## config.mk

```make
export PLATFORM = sky130hd
export DESIGN_NAME = dpa_photo_sequencer
export DESIGN_NICKNAME = d
export VERILOG_FILES = /design/src/rtl/dpa_photo_sequencer.sv
export SDC_FILE = /design/constraint.sdc
export NUM_CORES = 1
export LEC_CHECK = 0
export ABC_AREA = 1
export BUFFER_PORTS_ARGS = -buffer_cell sky130_fd_sc_hd__buf_2
export CORE_MARGIN = 3
export CORE_UTILIZATION = 35
export DETAILED_ROUTE_END_ITERATION = 10
export GPL_ROUTABILITY_DRIVEN = 0
export GPL_TIMING_DRIVEN = 0
export PLACE_DENSITY = 0.48
export SYNTH_ARGS = -nofsm -noshare
export SYNTH_HDL_FRONTEND = slang
export SYNTH_SLANG_ARGS = --single-unit
```

## constraint.sdc

```tcl
create_clock -name clk -period 3.46 [get_ports clk]
set_clock_uncertainty 0.1 [all_clocks]
set_input_delay 0 -clock clk [delete_from_list [all_inputs] [get_ports clk]]
set_output_delay 0 -clock clk [all_outputs]
set_load 0.02 [all_outputs]
```

## src/rtl/dpa_photo_sequencer.sv

```systemverilog
// Slideshow engine: reads a photo header, then copies each photo into the frame buffer and holds it.
// Latency: header 3+MAX_PHOTOS cycles, copy 2*IMG_W*IMG_H cycles, hold HOLD_SEC*TICKS_PER_SEC cycles.
// Backpressure: none; owns the single-port image memory while busy, stop only takes effect at a hold expiry.
module dpa_photo_sequencer #(
    parameter int ADDR_W        = 20,
    parameter int DATA_W        = 24,
    parameter int MAX_PHOTOS    = 4,
    parameter int IMG_W         = 128,
    parameter int IMG_H         = 128,
    parameter int TICKS_PER_SEC = 1000000,
    parameter int HOLD_SEC      = 1
) (
    input  logic              clk,
    input  logic              reset,
    input  logic              start,
    input  logic              stop,
    input  logic              trans_mode,
    output logic [ADDR_W-1:0] IM_A,
    input  logic [DATA_W-1:0] IM_Q,
    output logic [DATA_W-1:0] IM_D,
    output logic              IM_WEN,
    output logic              busy,
    output logic [3:0]        photo_idx,
    output logic              frame_done
);

    localparam int HC_W   = $clog2(MAX_PHOTOS + 3);
    localparam int COL_W  = (IMG_W > 1) ? $clog2(IMG_W) : 1;
    localparam int ROW_W  = (IMG_H > 1) ? $clog2(IMG_H) : 1;
    localparam int SEC_W  = (TICKS_PER_SEC > 1) ? $clog2(TICKS_PER_SEC) : 1;
    localparam int HOLD_W = (HOLD_SEC > 1) ? $clog2(HOLD_SEC) : 1;

    localparam logic [HC_W-1:0]   HC_LAST   = HC_W'(MAX_PHOTOS + 2);
    localparam logic [COL_W-1:0]  COL_LAST  = COL_W'(IMG_W - 1);
    localparam logic [ROW_W-1:0]  ROW_LAST  = ROW_W'(IMG_H - 1);
    localparam logic [SEC_W-1:0]  SEC_LAST  = SEC_W'(TICKS_PER_SEC - 1);
    localparam logic [HOLD_W-1:0] HOLD_LAST = HOLD_W'(HOLD_SEC - 1);
    localparam logic [ADDR_W-1:0] IMG_W_A   = ADDR_W'(IMG_W);

    typedef enum logic [1:0] {S_IDLE, S_HDR, S_COPY, S_WAIT} state_t;

    state_t              state_q, state_d;
    logic [HC_W-1:0]     hdr_cnt_q, hdr_cnt_d;
    logic [ADDR_W-1:0]   fb_q, fb_d;
    logic [3:0]          n_q, n_d;
    logic [ADDR_W-1:0]   base_q [MAX_PHOTOS];
    logic [ADDR_W-1:0]   base_d [MAX_PHOTOS];
    logic [3:0]          idx_q, idx_d;
    logic                mode_q, mode_d;
    logic                phase_q, phase_d;
    logic [COL_W-1:0]    col_q, col_d;
    logic [ROW_W-1:0]    row_q, row_d;
    logic [ROW_W-1:0]    rows_done_q, rows_done_d;
    logic [SEC_W-1:0]    sec_q, sec_d;
    logic [HOLD_W-1:0]   hold_q, hold_d;
    logic                stop_req_q, stop_req_d;
    logic [DATA_W-1:0]   im_d_q, im_d_d;
    logic                frame_done_q, frame_done_d;

    logic [3:0]          num_clamped;
    logic [ADDR_W-1:0]   src_base;
    logic [ROW_W-1:0]    next_row;
    logic [ADDR_W-1:0]   pix_off;

    // Photo count from the header word: 0 means one photo, anything above the slot count is capped.
    always_comb begin
        num_clamped = IM_Q[3:0];
        if (IM_Q[3:0] == 4'd0) begin
            num_clamped = 4'd1;
        end else if (32'(IM_Q[3:0]) > MAX_PHOTOS) begin
            num_clamped = 4'(MAX_PHOTOS);
        end
    end

    // Base address of the photo currently being drawn.
    always_comb begin
        src_base = '0;
        for (int i = 0; i < MAX_PHOTOS; i++) begin
            if (idx_q == 4'(i)) src_base = base_q[i];
        end
    end

    // Row after the current one: sequential for direct, evens then odds for interlaced.
    always_comb begin
        next_row = row_q + ROW_W'(1);
        if (mode_q) begin
            if (32'(row_q) + 32'd2 >= 32'(IMG_H)) next_row = ROW_W'(1);
            else                                  next_row = row_q + ROW_W'(2);
        end
    end

    assign pix_off = ADDR_W'(row_q) * IMG_W_A + ADDR_W'(col_q);

    // Sequencer next state and memory bus drive.
    always_comb begin
        state_d      = state_q;
        hdr_cnt_d    = hdr_cnt_q;
        fb_d         = fb_q;
        n_d          = n_q;
        base_d       = base_q;
        idx_d        = idx_q;
        mode_d       = mode_q;
        phase_d      = phase_q;
        col_d        = col_q;
        row_d        = row_q;
        rows_done_d  = rows_done_q;
        sec_d        = sec_q;
        hold_d       = hold_q;
        stop_req_d   = stop_req_q;
        im_d_d       = im_d_q;
        frame_done_d = 1'b0;
        IM_A         = '0;
        IM_WEN       = 1'b1;
        IM_D         = im_d_q;

        // Stop is only remembered while running; the case below clears it when returning to idle.
        if (stop && state_q != S_IDLE) stop_req_d = 1'b1;

        case (state_q)
            S_IDLE: begin
                if (start) begin
                    state_d    = S_HDR;
                    hdr_cnt_d  = '0;
                    idx_d      = 4'd0;
                    stop_req_d = 1'b0;
                end
            end
            S_HDR: begin
                // Word k is addressed at count k and captured at count k+1.
                if (hdr_cnt_q != HC_LAST) IM_A = ADDR_W'(hdr_cnt_q);
                if (hdr_cnt_q == HC_W'(1)) fb_d = IM_Q[ADDR_W-1:0];
                if (hdr_cnt_q == HC_W'(2)) n_d = num_clamped;
                for (int i = 0; i < MAX_PHOTOS; i++) begin
                    if (hdr_cnt_q == HC_W'(i + 3)) base_d[i] = IM_Q[ADDR_W-1:0];
                end
                if (hdr_cnt_q == HC_LAST) begin
                    state_d     = S_COPY;
                    hdr_cnt_d   = '0;
                    idx_d       = 4'd0;
                    mode_d      = 1'b0;
                    phase_d     = 1'b0;
                    col_d       = '0;
                    row_d       = '0;
                    rows_done_d = '0;
                end else begin
                    hdr_cnt_d = hdr_cnt_q + HC_W'(1);
                end
            end
            S_COPY: begin
                if (!phase_q) begin
                    IM_A    = src_base + pix_off;
                    phase_d = 1'b1;
                end else begin
                    IM_A    = fb_q + pix_off;
                    IM_WEN  = 1'b0;
                    IM_D    = IM_Q;
                    im_d_d  = IM_Q;
                    phase_d = 1'b0;
                    if (col_q == COL_LAST) begin
                        col_d = '0;
                        if (rows_done_q == ROW_LAST) begin
                            state_d      = S_WAIT;
                            frame_done_d = 1'b1;
                            sec_d        = '0;
                            hold_d       = '0;
                        end else begin
                            rows_done_d = rows_done_q + ROW_W'(1);
                            row_d       = next_row;
                        end
                    end else begin
                        col_d = col_q + COL_W'(1);
                    end
                end
            end
            S_WAIT: begin
                if (sec_q == SEC_LAST) begin
                    sec_d = '0;
                    if (hold_q == HOLD_LAST) begin
                        hold_d = '0;
                        if (stop_req_q) begin
                            state_d    = S_IDLE;
                            stop_req_d = 1'b0;
                        end else begin
                            state_d     = S_COPY;
                            idx_d       = (idx_q == n_q - 4'd1) ? 4'd0 : idx_q + 4'd1;
                            mode_d      = trans_mode;
                            phase_d     = 1'b0;
                            col_d       = '0;
                            row_d       = '0;
                            rows_done_d = '0;
                        end
                    end else begin
                        hold_d = hold_q + HOLD_W'(1);
                    end
                end else begin
                    sec_d = sec_q + SEC_W'(1);
                end
            end
            default: state_d = S_IDLE;
        endcase
    end

    // State and datapath registers.
    always_ff @(posedge clk or negedge reset) begin
        if (!reset) begin
            state_q      <= S_IDLE;
            hdr_cnt_q    <= '0;
            fb_q         <= '0;
            n_q          <= '0;
            for (int i = 0; i < MAX_PHOTOS; i++) base_q[i] <= '0;
            idx_q        <= '0;
            mode_q       <= 1'b0;
            phase_q      <= 1'b0;
            col_q        <= '0;
            row_q        <= '0;
            rows_done_q  <= '0;
            sec_q        <= '0;
            hold_q       <= '0;
            stop_req_q   <= 1'b0;
            im_d_q       <= '0;
            frame_done_q <= 1'b0;
        end else begin
            state_q      <= state_d;
            hdr_cnt_q    <= hdr_cnt_d;
            fb_q         <= fb_d;
            n_q          <= n_d;
            base_q       <= base_d;
            idx_q        <= idx_d;
            mode_q       <= mode_d;
            phase_q      <= phase_d;
            col_q        <= col_d;
            row_q        <= row_d;
            rows_done_q  <= rows_done_d;
            sec_q        <= sec_d;
            hold_q       <= hold_d;
            stop_req_q   <= stop_req_d;
            im_d_q       <= im_d_d;
            frame_done_q <= frame_done_d;
        end
    end

    assign busy       = (state_q != S_IDLE);
    assign photo_idx  = idx_q;
    assign frame_done = frame_done_q;

endmodule

```

==> flow_metrics.tcl <==
set metrics [dict create \
    run_status "finished, violations left" \
    violations "setup timing" \
    synthSimpleGateAreaFrac_pct 25.7 \
    synth_nets 1331 \
    grt_pass1_vias 8701 \
    timing.hold.ws_ns 0.0286 \
    coreArea_um2 27400 \
    cts_htree_levels 4 \
    synth-compound-area-share_pct 14.6 \
    tightest_slew_ns 0.631 \
    firstDrtPassIters 5 \
    crit_path_max_fanout 6 \
    ant_nets 0 \
    period_minus_slack_ns 3.65 \
    synth_fa_ha_area_share_pct 4.12 \
    grt_use_total_pct 19.2 \
    syn_inst 1270 \
    cts_tree "yes" \
    maxCapViolations 0 \
    synth_top_family_by_area "simple AND/OR/NAND/NOR gates" \
    setup_viol 13 \
    area_growth_pct 30.6 \
    seqPwrFrac_pct 28.9 \
    num_rows 60 \
    avgSynthCellArea_um2 7.79 \
    grt-ovfl-total 0 \
    rsz0062_at_grt "true" \
    drc_errors 0 \
    final_util_pct 47.2 \
    synthXorXnorAreaFrac_pct 2.39 \
    wire_per_inst_um 15.9 \
    p_int_mw 6.22 \
    grt_pass1_wl_um 46900 \
    p_per_area_nw_per_um2 876 \
    layout-drive-gt1-share_pct 22.4 \
    synthArstFlopShare_pct 100 \
    worst-path-buf-inv 4 \
    max_freq_mhz 274 \
    setup_ws_ns -0.194 \
    dpl.hpwl_um 20800 \
    worstPathCellList "buf_6 > nor2_8 > buf_6 > nand2_8 > buf_8 > o211ai_1 > a31oi_1 > ha_2 > fa_2 > nand2_2 > nand3_4 > a21oi_4 > o21ai_2 > nand2_1 > nand2_2 > nand2_1 > nand2_1 > nor2_2 > buf_6" \
    via_count 9071 \
    die_area_um2 30300 \
    power_switching_mw 5.10 \
    synth-warning-count 0 \
    antenna_found_initial 0 \
    crit_type "register to output pin" \
    cp_slowest_cell "dfrtp_1" \
    clock-sinks 182 \
    die_w_um 174 \
    cts_buffers 17 \
    crit_family "simple AND/OR/NAND/NOR gates" \
    final_area_um2 12900 \
    place_area_um2 10800 \
    crit_cells 19 \
    reg2reg_depth 10 \
    crit_arrival_ns 3.55 \
    ios 80 \
    muxShareOfSynthArea_pct 0.101 \
    maxSlewViolCount 0 \
    grt_max_degree 111 \
    critical_path.max_stage_delay_ns 0.39 \
    final_common_cell "nand2_1" \
    n_antenna_cell 0 \
    startpoint_type "register" \
    fp.dieH_um 174 \
    hp-class "input port to asynchronous set/reset pin" \
    initial_core_util_pct 36.1 \
    clock-root-buffer "clkbuf_16" \
    path_clk_slew_ns 0.07 \
    clockBufferDepth 2 \
    finalHoldViolations 0 \
    final_nets 1518 \
    first_iter_violations 545 \
    synthesis.area_um2 9890 \
    portBuffers 79 \
    switching_share_pct 45.1 \
    fin_crit_sh_pct 106 \
    required_ns 3.36 \
    p_comb_share_pct 54.0 \
    drt-vias-per-instance 4.92 \
    preCtsSetupSlack_ns -0.940 \
    clkPwrFrac_pct 17.1 \
    relSlewSlack_pct 57.9 \
    seq_area_frac_synth_pct 46.0 \
    final_cell_mix "nand2_1, dfrtp_1, o21ai_0, inv_1, nand3_1" \
    end_kind "output pin" \
    synth_edf_count 0 \
    clock_latency_ns 0.43 \
    synth.distinct_cells 49 \
    power_mw 11.3 \
    ys.flop_type "dfrtp_1" \
    p_leak_nw 6.30 \
    routed_wl_um 29300 \
    ys_ff_latch 182 \
    ir_worst_vdd_mv 0.412 \
]
## power groups by stage
stage	Sequential, mW	Clock [mW]	Combinational [mW]
after floorplan	3.19	0	3.31
after global placement	3.28	0	4.64
after detailed placement	3.30	0	4.69
after CTS	3.26	2.01	5.59
after global routing	3.37	2.09	6.76
final	3.28	1.93	6.11
## metrics by stage
| stage | instances | TNS [ns] |
|---|---|---|
| detailed placement | 1722 | -11.53 |
| finish | 1842 | -1.45 |
| global route | 1842 | -3.73 |
| CTS | 1819 | -2.35 |
| floorplan | 1270 | 0 |
| global placement | 1721 | -196.97 |
## registers in the layout, summed over array words and instances, names as in the netlist, 2 cells and up
| name | count |
|---|---|
| hdr_cnt_q | 3 |
| sec_q | 20 |
| state_q | 2 |
| im_d_q | 24 |
| rows_done_q | 7 |
| row_q | 7 |
| col_q | 7 |
| photo_idx | 4 |
| base_q | 80 |
| fb_q | 20 |
| n_q | 4 |
## final cells by class
cell class / count / area (um2)
repair buffers: 171 / 1370
clock inverters: 14 / 159
fillers: 2781 / 14500
flip-flops and latches: 182 / 4560
multi-input cells: 912 / 5130
well taps: 372 / 465
clock buffers: 18 / 429
plain buffers: 49 / 335
inverters: 124 / 472
## Yosys cell counts (2+ instances only)
master	instances	area share, %
nand2_1	344	13
dfrtp_1	182	46
o21ai_0	148	7.5
inv_1	107	4.1
nand3_1	102	5.2
nor2_1	74	2.8
a21oi_1	42	2.1
clkbuf_1	32	1.2
ha_1	31	3.9
nor3_1	23	1.2
o21ai_1	20	1.0
xor2_1	20	1.8
a31oi_1	16	1.0
inv_2	16	0.61
buf_2	13	0.66
nand4_1	13	0.82
o211ai_1	13	0.99
nor2_2	9	0.57
xnor2_1	7	0.62
nand3b_1	6	0.46
o31ai_1	6	0.46
o21a_1	4	0.30
buf_1	3	0.11
nand2_2	3	0.19
nand3_2	3	0.30
a21o_1	2	0.15
a32o_1	2	0.20
buf_4	2	0.15
buf_6	2	0.23
nor3_2	2	0.20
nor4_1	2	0.13
o32ai_1	2	0.18
or2_1	2	0.13
or2_2	2	0.13
## per-layer routing
layer / vias to the layer above / global-route usage [%] / part of all wire, % / wire (um)
met5: - / 0 / 0 / 0
met1: 4308 / 27.8 / 50 / 14600
li1: 4583 / - / - / -
met4: 0 / 3.92 / 1.0 / 303
met2: 161 / 30.7 / 46 / 13400
met3: 19 / 2.75 / 3.2 / 931
## what timing repair did
| item | CTS | global route |
|---|---|---|
| setup buffers | 34 | 22 |
| endpoints found under the setup margin | 20 | 18 |
| cloned | 1 | 2 |
| pin swaps | 35 | 49 |
| hold buffers | 32 | 0 |
| hold endpoints to repair | 201 | 0 |
| resized for setup | 117 | 79 |
## kinds of logic after synthesis
logic type      after synthesis
flops                       182
xor+xnor                     27
simple gates                590
compound gates              262
buf+inv                     176
mux                           1
fa+ha+maj                    32
## worst register-to-register path, cell delays in order, from the launching register on
cell and delay (ns):
dfrtp_1 0.44, inv_1 0.10, ha_1 0.31, nand2_1 0.37, inv_2 0.31, nand3_1 0.20
o21ai_2 0.13, buf_4 0.20, nand2_1 0.06, inv_1 0.18, nor3_1 0.09
## path summary, 6_finish.rpt
| kind | startpoint | end | slack, ns |
|---|---|---|---|
| min in group clk | IM_Q[23] | im_d_q[23] | 0.22 |
| hold / removal | reset | sec_q[18] | 0.03 |
| hold reg to reg | im_d_q[21] | im_d_q[21] | 0.38 |
| setup / recovery | photo_idx[2] | IM_A[12] | -0.19 |
| setup reg to reg | state_q[0] | sec_q[3] | 0.86 |
| max in group asynchronous | reset | base_q[11] | 2.23 |
Power figures use the tool's default switching activity.
